===== src/rtl/counter_pkg.sv =====
// Shared types and constants for the multi-mode counter.
package counter_pkg;

  typedef enum logic [1:0] {
    MODE_UP_WRAP   = 2'b00,
    MODE_DOWN_WRAP = 2'b01,
    MODE_UP_SAT    = 2'b10,
    MODE_PINGPONG  = 2'b11
  } mode_t;

  localparam logic DIR_UP   = 1'b0;
  localparam logic DIR_DOWN = 1'b1;

  // Direction implied by the modes whose direction never changes
  function automatic logic fixed_dir(mode_t m);
    return (m == MODE_DOWN_WRAP) ? DIR_DOWN : DIR_UP;
  endfunction

endpackage


===== src/rtl/module_prescaler.sv =====
// Prescaler: emits a one-clock tick every DIV enabled clocks.
// clear_i restarts the period from zero (used by the counter's load).
module module_prescaler #(
  parameter int DIV = 10
) (
  input  logic clk,
  input  logic rst,
  input  logic en_i,
  input  logic clear_i,
  output logic tick_o
);

  localparam int PW = (DIV > 1) ? $clog2(DIV) : 1;
  localparam logic [PW-1:0] LAST = PW'(DIV - 1);
  localparam logic [PW-1:0] ONE  = PW'(1);

  logic [PW-1:0] cnt;

  // Period counter: 0..DIV-1 while enabled, frozen when disabled
  always_ff @(posedge clk) begin
    if (rst) begin
      cnt <= '0;
    end else if (clear_i) begin
      cnt <= '0;
    end else if (en_i) begin
      if (cnt == LAST) cnt <= '0;
      else             cnt <= cnt + ONE;
    end
  end

  assign tick_o = en_i && (cnt == LAST);

endmodule


===== src/rtl/module_counter_multimode.sv =====
// Multi-mode prescaled counter: up-wrap, down-wrap, up-saturate and
// ping-pong, with synchronous clamped load and a registered terminal pulse.
// Optional sticky overflow flag enabled by defining COUNTER_OVF_STICKY_EN.
module module_counter_multimode
  import counter_pkg::*;
#(
  parameter int WIDTH   = 6,
  parameter int DIV     = 10,
  parameter int MAX_VAL = 2**WIDTH - 1
) (
  input  logic             clk,
  input  logic             rst,
`ifdef COUNTER_OVF_STICKY_EN
  input  logic             clr_ovf_i,
  output logic             ovf_o,
`endif
  input  logic             en_i,
  input  logic             load_i,
  input  logic [WIDTH-1:0] load_val_i,
  input  logic [1:0]       mode_i,
  output logic [WIDTH-1:0] count_o,
  output logic             tc_o,
  output logic             dir_o
);

  localparam logic [WIDTH-1:0] MAX     = WIDTH'(MAX_VAL);
  localparam logic [WIDTH:0]   MAX_EXT = (WIDTH+1)'(MAX_VAL);
  localparam logic [WIDTH-1:0] ONE     = WIDTH'(1);

  mode_t            mode;
  logic             tick;
  logic [WIDTH-1:0] count_next;
  logic             dir_next;
  logic             tc_next;
  logic             step_down;

  assign mode = mode_t'(mode_i);

  module_prescaler #(
    .DIV(DIV)
  ) u_prescaler (
    .clk     (clk),
    .rst     (rst),
    .en_i    (en_i),
    .clear_i (load_i),
    .tick_o  (tick)
  );

  // Next count/direction/terminal pulse: load beats tick, otherwise hold
  always_comb begin
    count_next = count_o;
    dir_next   = dir_o;
    tc_next    = 1'b0;
    step_down  = 1'b0;
    if (load_i) begin
      count_next = ({1'b0, load_val_i} > MAX_EXT) ? MAX : load_val_i;
      if (mode == MODE_PINGPONG) begin
        if (count_next == MAX)      dir_next = DIR_DOWN;
        else if (count_next == '0)  dir_next = DIR_UP;
      end
    end else if (tick) begin
      unique case (mode)
        MODE_UP_WRAP: begin
          count_next = (count_o == MAX) ? '0 : count_o + ONE;
          dir_next   = fixed_dir(mode);
          tc_next    = (count_next == MAX);
        end
        MODE_DOWN_WRAP: begin
          count_next = (count_o == '0) ? MAX : count_o - ONE;
          dir_next   = fixed_dir(mode);
          tc_next    = (count_next == '0);
        end
        MODE_UP_SAT: begin
          count_next = (count_o == MAX) ? MAX : count_o + ONE;
          dir_next   = fixed_dir(mode);
          tc_next    = (count_o != MAX) && (count_next == MAX);
        end
        MODE_PINGPONG: begin
          if (count_o == MAX)      step_down = 1'b1;
          else if (count_o == '0)  step_down = 1'b0;
          else                     step_down = dir_o;
          count_next = step_down ? count_o - ONE : count_o + ONE;
          if (count_next == MAX)      dir_next = DIR_DOWN;
          else if (count_next == '0)  dir_next = DIR_UP;
          else                        dir_next = step_down;
          tc_next = (count_next == MAX) || (count_next == '0);
        end
      endcase
    end
  end

  // Registered count, direction and terminal-count pulse
  always_ff @(posedge clk) begin
    if (rst) begin
      count_o <= '0;
      dir_o   <= DIR_UP;
      tc_o    <= 1'b0;
    end else begin
      count_o <= count_next;
      dir_o   <= dir_next;
      tc_o    <= tc_next;
    end
  end

`ifdef COUNTER_OVF_STICKY_EN
  // Sticky overflow: set alongside tc_o, set wins over a simultaneous clear
  always_ff @(posedge clk) begin
    if (rst)            ovf_o <= 1'b0;
    else if (tc_next)   ovf_o <= 1'b1;
    else if (clr_ovf_i) ovf_o <= 1'b0;
  end
`endif

endmodule


===== config.mk =====
export PLATFORM = sky130hd
export DESIGN_NAME = module_counter_multimode
export DESIGN_NICKNAME = d
export VERILOG_FILES = /design/src/rtl/counter_pkg.sv /design/src/rtl/module_prescaler.sv /design/src/rtl/module_counter_multimode.sv
export SDC_FILE = /design/constraint.sdc
export NUM_CORES = 1
export LEC_CHECK = 0
export BUFFER_PORTS_ARGS = -buffer_cell sky130_fd_sc_hd__buf_2
export CAP_MARGIN = 20
export CORE_UTILIZATION = 45
export DETAILED_ROUTE_END_ITERATION = 12
export PLACE_DENSITY = 0.76
export SYNTH_ARGS = -nofsm -noshare
export SYNTH_HDL_FRONTEND = slang
export SYNTH_SLANG_ARGS = --single-unit
export TNS_END_PERCENT = 5

===== constraint.sdc =====
create_clock -name clk -period 6.1 [get_ports clk]
set_input_delay 0.61 -clock clk [delete_from_list [all_inputs] [get_ports clk]]
set_output_delay 0.61 -clock clk [all_outputs]
set_load 0.02 [all_outputs]

# Word-level counts from Yosys, hierarchy flattened
# Index checks and enable logic that the tools add are counted.
[word_totals] out_inout_bits=8 ff_bits=12 inputBits=12 word_cells=55
[classes] reduce_logical=13 mux=22 n_addsub=3 bitwise=1 n_eq_ne=12
[op_table] op="two-way mux 6 bit" count=6
[op_table] op="== test 6 bit (second input constant)" count=5
[op_table] op="logical NOT 6 bit" count=4
[op_table] op="case mux 6 bit (4 select lines)" count=1
[op_table] op="two-way mux 1 bit" count=12
[op_table] op="adder 6 x 1 -> 6 bit (second input constant)" count=1
[op_table] op="!= test 6 bit (second input constant)" count=1
[op_table] op="subtractor 6 x 1 -> 6 bit (second input constant)" count=1
[op_table] op="adder 4 x 1 -> 4 bit (second input constant)" count=1
[op_table] op="== test 2 bit (second input constant)" count=2
[op_table] op="== test 4 bit (second input constant)" count=1
[op_table] op="two-way mux 4 bit" count=1
[op_table] op="case mux 1 bit (4 select lines)" count=1
[op_table] op="OR reduction 2 bit" count=2
[op_table] op="!= test 3 x 1 -> 1 bit (second input constant)" count=1
[op_table] op="case mux 1 bit (3 select lines)" count=1
[op_table] op="AND reduction 3 bit" count=1
[op_table] op="OR reduction 3 bit" count=1
[op_table] op="== test 2 x 1 -> 1 bit (second input constant)" count=1
[op_table] op="logical AND 1 bit" count=2
[op_table] op="logical NOT 2 bit" count=1
[op_table] op="!= test 2 x 1 -> 1 bit (second input constant)" count=1
[op_table] op="nonzero test 2 bit" count=1
[op_table] op="logical OR 1 bit" count=1
[op_table] op="NOT 1 bit" count=1

# Longest topological paths before layout
# Gate-level depths: netlist of the first run.
[logic_depth] depth_word=13 ltp_mapped=10 mapped_depth_nobuf=9

# Modules after synthesis
# A second synthesis of the first run with hierarchy kept.
[unflattened] hier_cells=196 hier_area_um2=1391.3
[modules_own_cells] mod="module_counter_multimode" cells_per_inst=176 instances=1 seq_area_each_um2=160.2 area_each_um2=1201.2
[modules_own_cells] mod="module_prescaler" cells_per_inst=20 instances=1 seq_area_each_um2=80.1 area_each_um2=190.2

# Worst setup path before layout of the first run
# OpenSTA, ideal clock, no wires.
[synth_path] path_type="register -> register" start="register count_o[1]" end="register tc_o" stages_incl_launch_ff=11 t_arrival_ps=2415 slack_ps=3592 n_path_buf=1 period_less_slack_ps=2508 required_time_ps=6008 setup_ps=92 path_cell_list="dfxtp_1 > buf_2 > inv_1 > ha_1 > nor2b_2 > a21bo_2 > nand2_2 > mux2_2 > xor2_2 > o41a_1 > o32ai_1"
[synth_between] elab_chain_cells=10 word_cells_on_any_way=22 cone_classes="2 x add/sub; 5 x eq/ne; 10 x mux; 5 x reduce/logical"
[synth_rtl] element="start: declaration" line="module_counter_multimode.sv:21" text="output logic [WIDTH-1:0] count_o,"
[synth_rtl] element="start signal: assignment" line="module_counter_multimode.sv:99" text="count_o <= count_next;"
[synth_rtl] element="logical NOT 6 bit" line="module_counter_multimode.sv:69, module_counter_multimode.sv:80"
[synth_rtl] element="two-way mux 1 bit" line="module_counter_multimode.sv:80" text="else if (count_o == '0) step_down = 1'b0;"
[synth_rtl] element="two-way mux 1 bit" line="module_counter_multimode.sv:79" text="if (count_o == MAX) step_down = 1'b1;"
[synth_rtl] element="two-way mux 1 bit" line="module_counter_multimode.sv:62" text="unique case (mode)"
[synth_rtl] element="two-way mux 1 bit" line="module_counter_multimode.sv:61" text="end else if (tick) begin"
[synth_rtl] element="two-way mux 1 bit" line="module_counter_multimode.sv:55" text="if (load_i) begin"
[synth_rtl] element="two-way mux 6 bit" line="module_counter_multimode.sv:82" text="count_next = step_down ? count_o - ONE : count_o + ONE;"
[synth_rtl] element="== test 6 bit / logical NOT 6 bit (equally long branches)" line="module_counter_multimode.sv:86" text="tc_next = (count_next == MAX) || (count_next == '0);"
[synth_rtl] element="logical OR 1 bit" line="module_counter_multimode.sv:86"
[synth_rtl] element="case mux 1 bit (4 select lines) *" line="module_counter_multimode.sv:62"
[synth_rtl] element="end signal: assignment" line="module_counter_multimode.sv:101" text="tc_o <= tc_next;"
[synth_rtl] element="end: declaration" line="module_counter_multimode.sv:22" text="output logic tc_o,"
# Mark *: on every way between the ends. The rest lies on a longest branch, timed or not. The select of a mux whose other input is x is not followed.
# A chain may end at the register's enable or synchronous reset.

# Worst setup path after layout of the first run
[layout_path] start="register count_o[0]" end="register tc_o"
# The elaborated chain is that of the path after synthesis.

==> flow_metrics.tcl, run 1 <==
set metrics [dict create \
    hpwlAfterDp_microns 2718 \
    wl_met1_microns 1749 \
    fmax_mhz 360.9 \
    core_area_sq_um 3028 \
    clk_path_buf_depth 2 \
    post_dp_cell_area_sq_um 1446 \
    slew_headroom_pct 50.77 \
    die_h_microns 58.18 \
    r2r_slack_ns 3.33 \
    rsz0062_at_grt "false" \
    hp-class "flip-flop to flip-flop" \
    dpl_worst_slack_ns 3.344 \
    cap_violations 0 \
    finalClockSkew_ns 0.003493 \
    dp_cells 230 \
    synth_edf_count 0 \
    syn_inst 181 \
    route.met3.wl_microns 193 \
    irDropWorstVdd_uv 138.0 \
    ctsRootBufferMaster "clkbuf_4" \
    grt_max_degree 17 \
    routed_wirelength_microns 3663 \
    antenna_found_initial 0 \
    final_cells 234 \
    cp-startpoint "count_o[0]" \
    outcome "complete, no violations" \
    start_util_pct 46.90 \
    final.min_clock_period_ns 2.771 \
    area_growth_pct 4.405 \
    row_count 20 \
    port_buffers 19 \
    timing.final.ws_setup_ns 3.329 \
    final_util_pct 48.97 \
    ctsHoldBuffers 0 \
    worst_skew_pair.late_latency_ns 0.28 \
    die_w_microns 58.18 \
    tightest_slew_ns 0.7374 \
    grt_pass1_vias 1188 \
    cp.arrival_ns 2.96 \
    cts_tree "built" \
    ios 20 \
    antenna-diode-count 0 \
    drtIter0Drc 80 \
    via_count 1402 \
    final_hold_viol_count 0 \
    dieArea_sq_um 3384 \
    crit_required_ns 6.29 \
    dr.max_layer_used "met4" \
    ys_types 64 \
    grt_pass1_wl_microns 5913 \
    synth-main-ff-cell "dfxtp_1" \
    synth_commonest_cells "nor2_1 (19), nand2_1 (15), a21oi_1 (14)" \
    path_class "flip-flop to flip-flop" \
    synthTopCellsByArea "dfxtp_1 (17%), nor2_1 (5.0%), a21oi_1 (4.9%)" \
    slew_violations 0 \
    drc 0 \
    cts.sinks 12 \
    yosys_warnings 0 \
    syn_area_per_cell_sq_um 7.846 \
    p_leak_nw 0.5418 \
    dr_wl_met2_microns 1692 \
    yosysMostFrequentCell "nor2_1" \
    finalInstanceArea_sq_um 1483 \
    antenna_left 0 \
    grt_usage_pct 22.78 \
    cts_setup_buffers 0 \
    powerDensity_nw_per_um2 152.0 \
    place_congestion 0.9325 \
    numCtsBuffers 3 \
    endpoint "tc_o" \
    timing.rr.start "count_o[0]" \
    tns_ns 0 \
    syn_area_sq_um 1420 \
    cts_resized 0 \
    critPathMaxFanout 13 \
    startpoint_type "flip-flop" \
    nets 208 \
    yosysSeqAreaShare_pct 16.92 \
    p_total_mw 0.2254 \
    whs_ns 0.5110 \
    fill_cells 317 \
    h-tree-depth 1 \
    ys_ff_latch 12 \
    drive_gt1_share_pct 23.68 \
    synth_top_area_share_pct 16.92 \
    firstDrtPassIters 9 \
    r2r_end "tc_o" \
    viasPerCell 5.991 \
    synth_fp_nets 198 \
    path_clk_slew_ns 0.08 \
    end_kind "flip-flop" \
    wl_per_cell_microns 15.65 \
    setup_viol 0 \
    yosys.area.top_type "dfxtp_1" \
    period_share_pct 45.43 \
    ys_async_sr_fraction_pct 0 \
    reg2reg_depth 9 \
    globalRoute.totalOverflow 0 \
]
[cells in the final DEF (no fill, tap or decap), drive strengths merged, types with 2 or more instances in the layout]
master   count
ha           5
nand4        3
clkbuf       4
o2111ai      2
nor3         6
a21oi       14
o22ai        2
dfxtp       12
o211ai       3
a31oi        3
o21ai        9
nor2        20
nor2b        3
and3         3
o41a         2
o32ai        2
inv          9
a221oi       3
a211oi       4
xnor2        7
nand2       16
xor2         5
nand3        9
nand2b       3
buf         19
or4          3
[worst max-delay path, stage by stage, from the launching register on]
cell	delay [ns]
dfxtp_1	0.60
inv_1	0.21
ha_1	0.25
nor2b_2	0.17
a21bo_2	0.29
nand2_2	0.14
mux2_2	0.37
xor2_2	0.16
o41a_1	0.40
o32ai_1	0.10
[sequential cells by signal, summed over array words and instances, names as in the netlist]
name and cells:
count_o 6, u_prescaler.cnt 4, dir_o 1, tc_o 1
[kinds of logic after synthesis]
group | count (synthesis) | synth area share (%)
and+or+nand+nor | 72 | 29.25
AOI/OAI and AO/OA | 55 | 27.84
buffers and inverters | 23 | 11.10
xor gates and xnor gates | 12 | 8.987
DFF | 12 | 16.92
adders and majority gates | 5 | 4.405
muxes | 2 | 1.498
[per-layer routing]
metal	global-route usage [%]	up-vias
met4	4.422	0
li1	-	690
met3	3.571	4
met2	33.99	47
met5	0	-
met1	34.52	661
[layout make-up]
cell class                 instances  area, sq um  share of cell area, %
multi-input combinational        146         1022                  68.95
sequential                        12        240.2                  16.20
timing repair buffer              19        95.09                  6.414
tap                               44        55.05                  3.713
clock buffer                       4        36.28                  2.447
inverter                           9        33.78                  2.278
[worst min path at each step]
stage                                  start            endpoint  slack [ns]  cells after the start
after floorplan           u_prescaler.cnt[3]  u_prescaler.cnt[3]        0.47                      2
after detailed placement  u_prescaler.cnt[3]  u_prescaler.cnt[3]        0.50                      2
after global placement    u_prescaler.cnt[3]  u_prescaler.cnt[3]        0.49                      2
after global routing      u_prescaler.cnt[3]  u_prescaler.cnt[3]        0.54                      2
after CTS                 u_prescaler.cnt[3]  u_prescaler.cnt[3]        0.51                      2
final                     u_prescaler.cnt[3]  u_prescaler.cnt[3]        0.51                      2
[power breakdown]
group	total (mW)	internal (mW)	leakage, nW	switching [mW]
clock	0.0638	0.0363	0.0210	0.0275
sequential	0.0925	0.0813	0.0982	0.0112
combinational	0.0691	0.0262	0.423	0.0429
No activity file was read; power rests on OpenSTA's default activity.
==> inputs of run 2 (changes only) <==
==> constraint.sdc (replaced) <==
create_clock -name clk -period 2.6 [get_ports clk]
set_input_delay 0.26 -clock clk [delete_from_list [all_inputs] [get_ports clk]]
set_output_delay 0.26 -clock clk [all_outputs]
set_load 0.02 [all_outputs]
==> flow_metrics.tcl, run 2 (synthesized netlist as in run 1, its figures left out) <==
set metrics [dict create \
    cts_tree "built" \
    routed_wirelength_microns 3750 \
    tightest_slew_ns 0.5301 \
    cts.sinks 12 \
    drive_gt1_share_pct 27.50 \
    area_growth_pct 9.691 \
    ios 20 \
    critPathMaxFanout 6 \
    hpwlAfterDp_microns 2899 \
    top_register "count_o" \
    timing.rr.start "count_o[0]" \
    crit_path_cell_trace "inv_1 -> ha_1 -> nor2b_2 -> a21bo_2 -> nand2_2 -> mux2_2 -> xor2_2 -> o41ai_1 -> a211oi_1" \
    p_leak_nw 0.5917 \
    r2r_end "dir_o" \
    path_clk_slew_ns 0.08 \
    layout_common_cells "nor2_1 (19), buf_2 (19), nand2_1 (15), a21oi_1 (14), dfxtp_1 (12)" \
    cts_resized 0 \
    worst_skew_pair.late_latency_ns 0.28 \
    fmax_mhz 421.8 \
    grt_pass1_vias 1331 \
    powerDensity_nw_per_um2 351.6 \
    row_count 20 \
    path_class "flip-flop to flip-flop" \
    place_congestion 1.051 \
    startpoint_type "flip-flop" \
    wl_per_cell_microns 15.37 \
    port_buffers 19 \
    grt_pass1_wl_microns 6534 \
    largest_register_ffs 6 \
    slew_headroom_pct 64.39 \
    antenna_found_initial 0 \
    final.min_clock_period_ns 2.371 \
    r2r_slack_ns 0.23 \
    endpoint "dir_o" \
    ctsHoldBuffers 0 \
    cp.arrival_ns 2.53 \
    die_w_microns 58.18 \
    crit_family "compound AO/OA/AOI/OAI gates" \
    grt_usage_pct 24.70 \
    outcome "complete, no violations" \
    whs_ns 0.2453 \
    grt_max_degree 17 \
    clk_path_buf_depth 2 \
    firstDrtPassIters 6 \
    finalClockSkew_ns 0.002712 \
    tns_ns 0 \
    critPathSlowestCell "dfxtp_1" \
    cp.depth 9 \
    crit_required_ns 2.76 \
    reg2reg_depth 9 \
    slew_violations 0 \
    numCtsBuffers 3 \
    final_util_pct 51.45 \
    period_share_pct 91.18 \
    dp_cells 240 \
    antenna_left 0 \
    cp-startpoint "count_o[0]" \
    ctsRootBufferMaster "clkbuf_4" \
    setup_viol 0 \
    irDropWorstVdd_uv 206.7 \
    final_cells 244 \
    rsz0062_at_grt "false" \
    path_buf_inv 1 \
    die_h_microns 58.18 \
    hp-class "input port to flip-flop" \
    start_util_pct 46.90 \
    h-tree-depth 1 \
    reg_top3 "count_o: 6 flops, u_prescaler.cnt: 4 flops" \
    globalRoute.totalOverflow 0 \
    cap_violations 0 \
    dieArea_sq_um 3384 \
    critPathMaxStageDelay_ns 0.41 \
    viasPerCell 5.848 \
    final_hold_viol_count 0 \
    nets 218 \
    drc 0 \
    cts_setup_buffers 0 \
    end_kind "flip-flop" \
    drtIter0Drc 114 \
    core_area_sq_um 3028 \
    antenna-diode-count 0 \
    via_count 1427 \
]
-- run 2: changes by cell type in the layout (fill, tap and decap cells not counted) --
cell	previous run	this run
buf_4	0	10
-- run 2: routing by layer --
layer	vias up	global-route usage, %	share of wire (%)
met2	70	38.75	46
li1	703	-	-
met3	7	2.232	7.2
met4	0	8.163	1.5
met1	647	35.46	45
met5	-	0	0
-- run 2: stage by stage --
stage          power, mW  setup slack [ns]  instance area (sq um)
2_1_floorplan     0.3444           0.09234                   1420
3_3_place_gp      0.3933            0.3187                   1521
3_5_place_dp      0.3918            0.2615                   1521
4_1_cts           0.5463            0.2342                   1558
5_1_grt           0.5798           0.01631                   1558
6_report          0.5477            0.2294                   1558
-- run 2: worst min-delay path by stage --
stage	startpoint	to	slack, ns	cells past startpoint
after global placement	u_prescaler.cnt[3]	u_prescaler.cnt[3]	0.49	2
after CTS	en_i	u_prescaler.cnt[0]	0.25	3
after detailed placement	u_prescaler.cnt[3]	u_prescaler.cnt[3]	0.50	2
after floorplan	en_i	u_prescaler.cnt[0]	0.40	2
final	en_i	u_prescaler.cnt[0]	0.25	3
after global routing	en_i	u_prescaler.cnt[0]	0.27	3
-- run 2: cell type report --
class	count	area [sq um]
fill	311	1470
timing repair buffer	29	170.2
clock buffer	4	36.28
tap	44	55.05
sequential	12	240.2
inverter	9	33.78
multi-input combinational	146	1022
-- run 2: worst min-delay path, stage by stage --
cell and delay, ns:
buf_2 0.10, xnor2_1 0.06, nor2_1 0.07
-- run 2: power by group --
group	internal, mW	switching (mW)	leakage (nW)	total, mW
clock	0.0852	0.0701	0.0210	0.155
combinational	0.0708	0.118	0.473	0.189
sequential	0.191	0.0128	0.0982	0.204
total	0.347	0.201	0.592	0.548
